--- src/rtl/pc_sequencer_if.sv ---
// Fetch-sequencer bus: decoder controls, LUT lookup pair and PC/status outputs.
// The master side (decoder / LUT / testbench) drives the controls and the LUT
// read data; the slave side (pc_sequencer) drives the PC, the LUT pointer and
// the status flags.
interface pc_sequencer_if #(
    parameter int PC_W  = 10,
    parameter int LUT_W = 5
);
    logic             start;
    logic [1:0]       prog_sel;
    logic             stall;
    logic             branch_en;
    logic             branch_cond;
    logic [3:0]       lut_ptr_in;
    logic [LUT_W-1:0] lut_pointer;
    logic [PC_W-1:0]  abs_address;
    logic             halt;
    logic [PC_W-1:0]  prog_ctr;
    logic             busy;
    logic             done;
    logic             timeout;
    logic [15:0]      instr_count;

    modport master (
        output start, prog_sel, stall, branch_en, branch_cond, lut_ptr_in,
               abs_address, halt,
        input  lut_pointer, prog_ctr, busy, done, timeout, instr_count
    );

    modport slave (
        input  start, prog_sel, stall, branch_en, branch_cond, lut_ptr_in,
               abs_address, halt,
        output lut_pointer, prog_ctr, busy, done, timeout, instr_count
    );
endinterface

--- src/rtl/pc_sequencer.sv ---
// Program-counter and fetch sequencer for the single-cycle core.
// Launches one of three resident programs, steps the PC each cycle, resolves
// taken branches through the branch-target LUT in the same cycle, and parks in
// DONE on halt or when the RUN watchdog expires.
module pc_sequencer #(
    parameter int PC_W       = 10,
    parameter int LUT_W      = 5,
    parameter int PROG0_BASE = 0,
    parameter int PROG1_BASE = 200,
    parameter int PROG2_BASE = 500,
    parameter int LUT0_BASE  = 0,
    parameter int LUT1_BASE  = 10,
    parameter int LUT2_BASE  = 15,
    parameter int MAX_CYC    = 4095
) (
    input  logic          clk,
    input  logic          rst,
    pc_sequencer_if.slave bus
);

    // Cycle counter only has to reach MAX_CYC: it stops counting on timeout.
    localparam int               CYC_W     = (MAX_CYC < 2) ? 1 : $clog2(MAX_CYC + 1);
    localparam logic [CYC_W-1:0] CYC_LIMIT = CYC_W'(MAX_CYC);

    typedef enum logic [1:0] {
        S_IDLE = 2'd0,
        S_RUN  = 2'd1,
        S_DONE = 2'd2
    } state_t;

    state_t           state_q, state_d;
    logic [PC_W-1:0]  pc_q, pc_d;
    logic [1:0]       prog_q, prog_d;
    logic [CYC_W-1:0] cyc_q, cyc_d;
    logic [15:0]      icnt_q, icnt_d;
    logic             timeout_q, timeout_d;

    logic [1:0]       start_prog;
    logic [PC_W-1:0]  start_pc;
    logic [LUT_W-1:0] lut_base;
    logic [15:0]      icnt_inc;
    logic             branch_taken;

    // Program select 3 is illegal and quietly runs program 1.
    assign start_prog   = (bus.prog_sel == 2'd3) ? 2'd0 : bus.prog_sel;
    assign branch_taken = bus.branch_en && bus.branch_cond;

    // Retired-instruction count sticks at all-ones instead of wrapping.
    assign icnt_inc = (icnt_q == 16'hFFFF) ? icnt_q : icnt_q + 16'd1;

    // Start PC of the program being launched.
    always_comb begin
        // NOTE: every always_comb output gets a default before any branch, so no path can infer a latch.
        start_pc = PC_W'(PROG0_BASE);
        case (start_prog)
            2'd1:    start_pc = PC_W'(PROG1_BASE);
            2'd2:    start_pc = PC_W'(PROG2_BASE);
            default: start_pc = PC_W'(PROG0_BASE);
        endcase
    end

    // LUT window owned by the latched program; valid in every state.
    always_comb begin
        lut_base = LUT_W'(LUT0_BASE);
        case (prog_q)
            2'd1:    lut_base = LUT_W'(LUT1_BASE);
            2'd2:    lut_base = LUT_W'(LUT2_BASE);
            default: lut_base = LUT_W'(LUT0_BASE);
        endcase
    end

    // Branch index is program-relative; the sum wraps modulo 2^LUT_W.
    assign bus.lut_pointer = lut_base + LUT_W'(bus.lut_ptr_in);

    // Next-state and next-datapath logic; RUN events are in priority order.
    always_comb begin
        state_d   = state_q;
        pc_d      = pc_q;
        prog_d    = prog_q;
        cyc_d     = cyc_q;
        icnt_d    = icnt_q;
        timeout_d = timeout_q;

        case (state_q)
            S_IDLE, S_DONE: begin
                if (bus.start) begin
                    state_d   = S_RUN;
                    prog_d    = start_prog;
                    pc_d      = start_pc;
                    cyc_d     = '0;
                    icnt_d    = '0;
                    timeout_d = 1'b0;
                end
            end

            S_RUN: begin
                if (cyc_q == CYC_LIMIT) begin
                    // Watchdog: PC and count freeze where they are.
                    state_d   = S_DONE;
                    timeout_d = 1'b1;
                end else begin
                    cyc_d = cyc_q + CYC_W'(1);
                    if (bus.stall) begin
                        // Stalled cycle retires nothing but still costs watchdog time.
                        pc_d = pc_q;
                    end else if (bus.halt) begin
                        // Halt beats a simultaneous branch and counts as retired.
                        state_d = S_DONE;
                        icnt_d  = icnt_inc;
                    end else if (branch_taken) begin
                        // Same-cycle LUT read: target is already on abs_address.
                        pc_d   = bus.abs_address;
                        icnt_d = icnt_inc;
                    end else begin
                        pc_d   = pc_q + PC_W'(1);
                        icnt_d = icnt_inc;
                    end
                end
            end

            default: begin
                state_d = S_IDLE;
            end
        endcase
    end

    // FSM state register.
    always_ff @(posedge clk or posedge rst) begin
        if (rst) begin
            // NOTE: sequential state uses <= so every register samples pre-edge values regardless of statement order.
            state_q <= S_IDLE;
        end else begin
            state_q <= state_d;
        end
    end

    // Datapath registers: PC, latched program, watchdog, retire count, timeout flag.
    always_ff @(posedge clk or posedge rst) begin
        if (rst) begin
            pc_q      <= '0;
            prog_q    <= '0;
            cyc_q     <= '0;
            icnt_q    <= '0;
            timeout_q <= 1'b0;
        end else begin
            pc_q      <= pc_d;
            prog_q    <= prog_d;
            cyc_q     <= cyc_d;
            icnt_q    <= icnt_d;
            timeout_q <= timeout_d;
        end
    end

    assign bus.prog_ctr    = pc_q;
    assign bus.busy        = (state_q == S_RUN);
    assign bus.done        = (state_q == S_DONE);
    assign bus.timeout     = timeout_q;
    assign bus.instr_count = icnt_q;

endmodule

--- src/flat_wrapper.sv ---
// flat-port wrapper written by rule: the top's interface ports become plain ports
module pc_sequencer_flat 
#(
    parameter int PC_W       = 10,
    parameter int LUT_W      = 5,
    parameter int PROG0_BASE = 0,
    parameter int PROG1_BASE = 200,
    parameter int PROG2_BASE = 500,
    parameter int LUT0_BASE  = 0,
    parameter int LUT1_BASE  = 10,
    parameter int LUT2_BASE  = 15,
    parameter int MAX_CYC    = 4095
)
  (clk, rst, bus_start, bus_prog_sel, bus_stall, bus_branch_en, bus_branch_cond, bus_lut_ptr_in, bus_abs_address, bus_halt, bus_lut_pointer, bus_prog_ctr, bus_busy, bus_done, bus_timeout, bus_instr_count);
  pc_sequencer_if #(.PC_W(PC_W), .LUT_W(LUT_W)) bus_i ();
  input  logic clk;
  input  logic rst;
  input wire logic [$bits(bus_i.start)-1:0] bus_start;
  input wire logic [$bits(bus_i.prog_sel)-1:0] bus_prog_sel;
  input wire logic [$bits(bus_i.stall)-1:0] bus_stall;
  input wire logic [$bits(bus_i.branch_en)-1:0] bus_branch_en;
  input wire logic [$bits(bus_i.branch_cond)-1:0] bus_branch_cond;
  input wire logic [$bits(bus_i.lut_ptr_in)-1:0] bus_lut_ptr_in;
  input wire logic [$bits(bus_i.abs_address)-1:0] bus_abs_address;
  input wire logic [$bits(bus_i.halt)-1:0] bus_halt;
  output wire logic [$bits(bus_i.lut_pointer)-1:0] bus_lut_pointer;
  output wire logic [$bits(bus_i.prog_ctr)-1:0] bus_prog_ctr;
  output wire logic [$bits(bus_i.busy)-1:0] bus_busy;
  output wire logic [$bits(bus_i.done)-1:0] bus_done;
  output wire logic [$bits(bus_i.timeout)-1:0] bus_timeout;
  output wire logic [$bits(bus_i.instr_count)-1:0] bus_instr_count;
  assign bus_i.start = bus_start;
  assign bus_i.prog_sel = bus_prog_sel;
  assign bus_i.stall = bus_stall;
  assign bus_i.branch_en = bus_branch_en;
  assign bus_i.branch_cond = bus_branch_cond;
  assign bus_i.lut_ptr_in = bus_lut_ptr_in;
  assign bus_i.abs_address = bus_abs_address;
  assign bus_i.halt = bus_halt;
  assign bus_lut_pointer = bus_i.lut_pointer;
  assign bus_prog_ctr = bus_i.prog_ctr;
  assign bus_busy = bus_i.busy;
  assign bus_done = bus_i.done;
  assign bus_timeout = bus_i.timeout;
  assign bus_instr_count = bus_i.instr_count;
  pc_sequencer #(.PC_W(PC_W), .LUT_W(LUT_W), .PROG0_BASE(PROG0_BASE), .PROG1_BASE(PROG1_BASE), .PROG2_BASE(PROG2_BASE), .LUT0_BASE(LUT0_BASE), .LUT1_BASE(LUT1_BASE), .LUT2_BASE(LUT2_BASE), .MAX_CYC(MAX_CYC)) u_core (.clk(clk), .rst(rst), .bus(bus_i));
endmodule
--- config.mk ---
export PLATFORM = sky130hd
export DESIGN_NAME = pc_sequencer_flat
export DESIGN_NICKNAME = d
export VERILOG_FILES = /design/src/rtl/pc_sequencer_if.sv /design/src/rtl/pc_sequencer.sv /design/src/flat_wrapper.sv
export SDC_FILE = /design/constraint.sdc
export NUM_CORES = 1
export LEC_CHECK = 0
export CORE_MARGIN = 2
export CORE_UTILIZATION = 40
export DETAILED_ROUTE_END_ITERATION = 8
export PLACE_DENSITY = 0.64
export SYNTH_ARGS = -nofsm -noshare
export SYNTH_HDL_FRONTEND = slang
export SYNTH_SLANG_ARGS = --single-unit
--- constraint.sdc ---
create_clock -name clk -period 4.1 [get_ports clk]
set_input_delay 0.82 -clock clk [delete_from_list [all_inputs] [get_ports clk]]
set_output_delay 0.82 -clock clk [all_outputs]
set_load 0.05 [all_outputs]
; ---- Word level (Yosys, flattened, before mapping)
; Index checks and enable logic that the tools add are counted.
[classes]
addsub = 4
eq_ne = 17
mux = 25
n_reduce_logical = 10
[op_table]
columns = operator, n
row1 = 16-bit 2-to-1 mux, 4
row2 = 10-bit 2-to-1 mux, 5
row3 = 16-bit one-hot mux with 2 select lines, 1
row4 = 12-bit 2-to-1 mux, 2
row5 = 12-bit one-hot mux with 2 select lines, 1
row6 = 10-bit one-hot mux with 2 select lines, 1
row7 = 9-bit one-hot mux with 2 select lines, 1
row8 = 16-bit by 1-bit adder with 16-bit output (second input constant), 1
row9 = 16-bit equality test (second input constant), 1
row10 = 12-bit by 1-bit adder with 12-bit output (second input constant), 1
row11 = 12-bit equality test (second input constant), 1
row12 = 10-bit by 1-bit adder with 10-bit output (second input constant), 1
row13 = 2-bit 2-to-1 mux, 5
row14 = 2-bit != test (second input constant), 5
row15 = 5-bit AND reduction, 2
row16 = 3-bit AND reduction, 3
row17 = 2-bit equality test (second input constant), 4
row18 = 4-bit one-hot mux with 2 select lines, 1
row19 = 2-bit by 1-bit equality test with 1-bit output (second input constant), 3
row20 = 3-bit by 2-bit != test with 1-bit output (second input constant), 2
row21 = 4-bit by 4-bit adder with 5-bit output, 1
row22 = 2-bit one-hot mux with 2 select lines, 1
row23 = 2-bit zero test, 1
row24 = 1-bit 2-to-1 mux, 2
row25 = other kinds (6), 6
[totals]
regBits = 43
in_bits = 23

; ---- Longest topological paths before layout
[depth]
depth_word = 6
depth_mapped = 8
mapped_depth_nobuf = 7

; ---- Worst setup path before layout
; OpenSTA, ideal clock, no wires.
[synth_path]
path_kind = input to output
startpoint = input port bus_lut_ptr_in[0]
endpoint = output port bus_lut_pointer[2]
t_arrival_ns = 2.198
required_time_ns = 3.280
path_slack_ns = 1.082
cell_stages = 3
path_cell_list = ha_1 fa_1 xor2_1
[synth_via]
elab_chain_cells = 1
[synth_lines]
columns = item, line
row1 = start: declaration, flat_wrapper.sv:23  ; input wire logic [$bits(bus_i.lut_ptr_in)-1:0] bus_lut_ptr_in;
row2 = 4-bit by 4-bit adder with 5-bit output, pc_sequencer.sv:73  ; assign bus.lut_pointer = lut_base + LUT_W'(bus.lut_ptr_in);
row3 = end: declaration, flat_wrapper.sv:26  ; output wire logic [$bits(bus_i.lut_pointer)-1:0] bus_lut_pointer;
; No other way between the ends.

; ---- Final worst setup path
[layout_path]
startpoint = input port bus_lut_ptr_in[1]
endpoint = output port bus_lut_pointer[3]
; Same word-level chain as after synthesis.

==> results.sh <==
export IMPL_cts_repair_resize_count=0
export IMPL_wl_met3_microns=340
export IMPL_initial_core_util_pct=41.4
export IMPL_met1Wirelength_microns=3270
export IMPL_required_ns=3.28
export IMPL_stdcell_count=433
export IMPL_core_area_sq_um=6350
export IMPL_drive_above_1_share_pct=6.74
export IMPL_finalNetCount=389
export IMPL_p_clk_share_pct=14.4
export IMPL_clock_latency_ns=0.30
export IMPL_cts_tree="yes"
export IMPL_grt_max_degree=25
export IMPL_p_int_mw=1.05
export IMPL_fin_crit_ns=3.73
export IMPL_placed_area_sq_um=3270
export IMPL_synth_ff_latch_count=43
export IMPL_combPwrFrac_pct=56.6
export IMPL_syn_instance_count=299
export IMPL_cts_htree_levels=2
export IMPL_grt_first_pass_wirelength_microns=11600
export IMPL_synth_warnings=0
export IMPL_synth_top_family_by_area="compound AO/OA/AOI/OAI gates"
export IMPL_drtIter0Drc=132
export IMPL_fin_util_pct=53.1
export IMPL_stdcell_area_sq_um=3370
export IMPL_seq_area_frac_synth_pct=40.9
export IMPL_synth_top_area_cell="dfrtp_1"
export IMPL_antenna_cells=0
export IMPL_vias=2469
export IMPL_overflow=0
export IMPL_met2_length_microns=3030
export IMPL_slowest_delay_ns=0.82
export IMPL_gp_congestion=0.862
export IMPL_syn_to_final_growth_pct=28.2
export IMPL_ir_drop_mv=0.329
export IMPL_synth_edf_count=0
export IMPL_async_flop_share_pct=100
export IMPL_synth_area_top_cells="dfrtp_1 (41%), o21ai_0 (7.4%), nand2_1 (4.9%)"
export IMPL_synth_compound_area_share_pct=25.7
export IMPL_power_density_nw_per_um2=614
export IMPL_finalHoldViolCount=0
export IMPL_cts_setup_buffers=0
export IMPL_viasPerCell=5.70
export IMPL_drc_errors=0
export IMPL_critPathMaxFanout=2
export IMPL_p_total_mw=2.07
export IMPL_die_w_microns=85.1
export IMPL_timing_fmax_ghz=0.268
export IMPL_setup_viol=0
export IMPL_cts_hold_buf=0
export IMPL_hold_class="register to register"
export IMPL_avgSynthCellArea_sq_um=8.80
export IMPL_syn_area_sq_um=2630
export IMPL_crit_arrival_ns=2.91
export IMPL_grt_pass1_vias=2366
export IMPL_synth_xor_area_share_pct=3.00
export IMPL_dr_max_layer_used="met4"
export IMPL_crit_chain="clkdlybuf4s50_1 -> ha_1 -> a21o_1 -> a21oi_1 -> xnor2_1 -> clkdlybuf4s50_1"
export IMPL_synth_ff_type="dfrtp_1"
export IMPL_reg2reg_slack_ns=1.62
export IMPL_cp_common_cell="clkdlybuf4s50_1"
export IMPL_p_seq_share_pct=29.0
export IMPL_dp_cells=425
export IMPL_fp_dieArea_sq_um=7240
export IMPL_ant_nets=0
export IMPL_cts_buffers=5
export IMPL_p_leak_nw=1.41
export IMPL_antenna_found_initial=0
export IMPL_dp_hpwl_microns=4930
export IMPL_crit_buf_inv=2
export IMPL_setup_tns_ns=0
export IMPL_power_switching_share_pct=49.1
export IMPL_slew_violations=0
export IMPL_critPathLaunchType="input pin"
export IMPL_crit_path_end_kind="primary output"
export IMPL_multiInputGateArea_sq_um=1450
export IMPL_cp_top_family="buffers and inverters"
export IMPL_path_clk_slew_ns=0.08
export IMPL_clock_path_buffers=2
export IMPL_synthSimpleGateAreaFrac_pct=20.3
export IMPL_outcome="finished, final reports clean"
export IMPL_cp_slowest_cell="clkdlybuf4s50_1"
export IMPL_synthesis_nets=333
export IMPL_max_cap_violations=0
export IMPL_grt_use_total_pct=19.7
export IMPL_netlist_area_leader_share_pct=40.9
export IMPL_placement_io_buffers=56
export IMPL_slew_headroom_pct=55.1
export IMPL_die_y_microns=85.1
export IMPL_synth_mux_area_share_pct=0.761
export IMPL_fin_worst_skew_ns=0.00717
export IMPL_rsz0062_at_grt="no"
export IMPL_drt_total_wl_microns=6730
export IMPL_rows=29
export IMPL_fillers=582
export IMPL_regArea_sq_um=1080
export IMPL_worst_pin_slew_ns=0.667
export IMPL_firstDrtPassIters=4
export IMPL_ys_types=51
export IMPL_cts_root_buf="clkbuf_8"
export IMPL_power_switching_mw=1.02
export IMPL_criticalPathCategory="input pin to primary output"
export IMPL_ios=57
export IMPL_yosys_area_share_adder_pct=5.52
export IMPL_wl_per_cell_microns=15.5
export IMPL_cts_sink_count=43
export IMPL_period_share_pct=90.9
## cells by family (layout without fill, tap and decap cells)
logic type	count (synthesis)	after routing
flip-flops	43	43
multiplexers	2	2
AO/OA/AOI/OAI	106	106
adder cells (fa/ha/maj)	11	11
AND/OR/NAND/NOR	104	104
XOR/XNOR	9	9
buffers and inverters	24	81
## metal layers
layer  vias up  track usage [%]
met5         -                0
met4         0             6.49
met3         9             3.79
met2        66             30.3
met1      1174             28.1
li1       1220                -
## path summary, 6_finish.rpt
check	start	end	cells past startpoint
worst max-delay path	bus_lut_ptr_in[1]	bus_lut_pointer[3]	6
worst min-delay path	u_core.prog_q[1]	u_core.prog_q[1]	2
worst max register to register	u_core.state_q[1]	u_core.bus.instr_count[4]	6
worst min register to register	u_core.prog_q[1]	u_core.prog_q[1]	2
max in group asynchronous	rst	u_core.bus.instr_count[14]	3
min in group asynchronous	rst	u_core.bus.prog_ctr[2]	2
## cells in the mapped netlist (2+ instances only)
library cell and number:
and2_1 2, o21a_1 3, nand2b_1 3, clkbuf_1 7, xor2_1 5, nand3_1 15
inv_1 11, o21ai_0 39, a21o_1 3, nor2_1 18, nor3_1 3, dfrtp_1 43
o31ai_1 10, ha_1 10, buf_2 2, mux2i_1 2, o211ai_1 3, nor4_1 2
a211oi_1 2, or4_1 2, a41oi_2 2, o22a_1 2, a31oi_1 12, and3_1 5
or3_1 3, a21oi_1 19, a31o_2 2, buf_1 2, xnor2_1 4, nand4_1 9
nand2_1 34
## tightest hold or removal path, cell delays in order (launching register included)
cell     delay (ns)
dfrtp_1        0.35
nand2_1        0.05
nand2_1        0.06
## flip-flops by register name, summed over array words and instances (netlist names)
register and cells:
u_core.bus.timeout 1, u_core.prog_q 2, u_core.state_q 2, u_core.cyc_q 12
u_core.bus.instr_count 16, u_core.bus.prog_ctr 10
## layout make-up
type / count / area share, %
multi-input combinational: 232 / 43.1
sequential: 43 / 31.9
timing repair buffer: 62 / 18.0
clock buffer: 8 / 2.97
tap: 77 / 2.86
inverter: 11 / 1.22
## power by group through the flow
stage | registers [mW] | logic (mW) | clock network [mW]
2_1_floorplan | 0.753 | 0.665 | 0
3_3_place_gp | 0.607 | 1.16 | 0
3_5_place_dp | 0.608 | 1.17 | 0
4_1_cts | 0.600 | 1.17 | 0.305
5_1_grt | 0.614 | 1.27 | 0.326
6_report | 0.601 | 1.17 | 0.298
## cell usage in the layout, fill, tap and decap left out, types with 5 or more instances in the layout
cell             count
nor2_1              18
clkdlybuf4s50_1     56
a21oi_1             19
a31oi_1             12
ha_1                10
and3_1               5
buf_4                6
dfrtp_1             43
inv_1               11
xor2_1               5
nand4_1              9
nand2_1             34
nand3_1             15
o31ai_1             10
o21ai_0             39
clkbuf_8             7
## per-stage QoR
step | worst slack, ns | hold WS, ns
CTS | 0.371 | 0.494
finish | 0.372 | 0.491
global route | 0.278 | 0.518
floorplan | 1.08 | 0.450
detailed placement | 0.377 | 0.476
global placement | 0.412 | 0.464
Power figures use the tool's default switching activity.
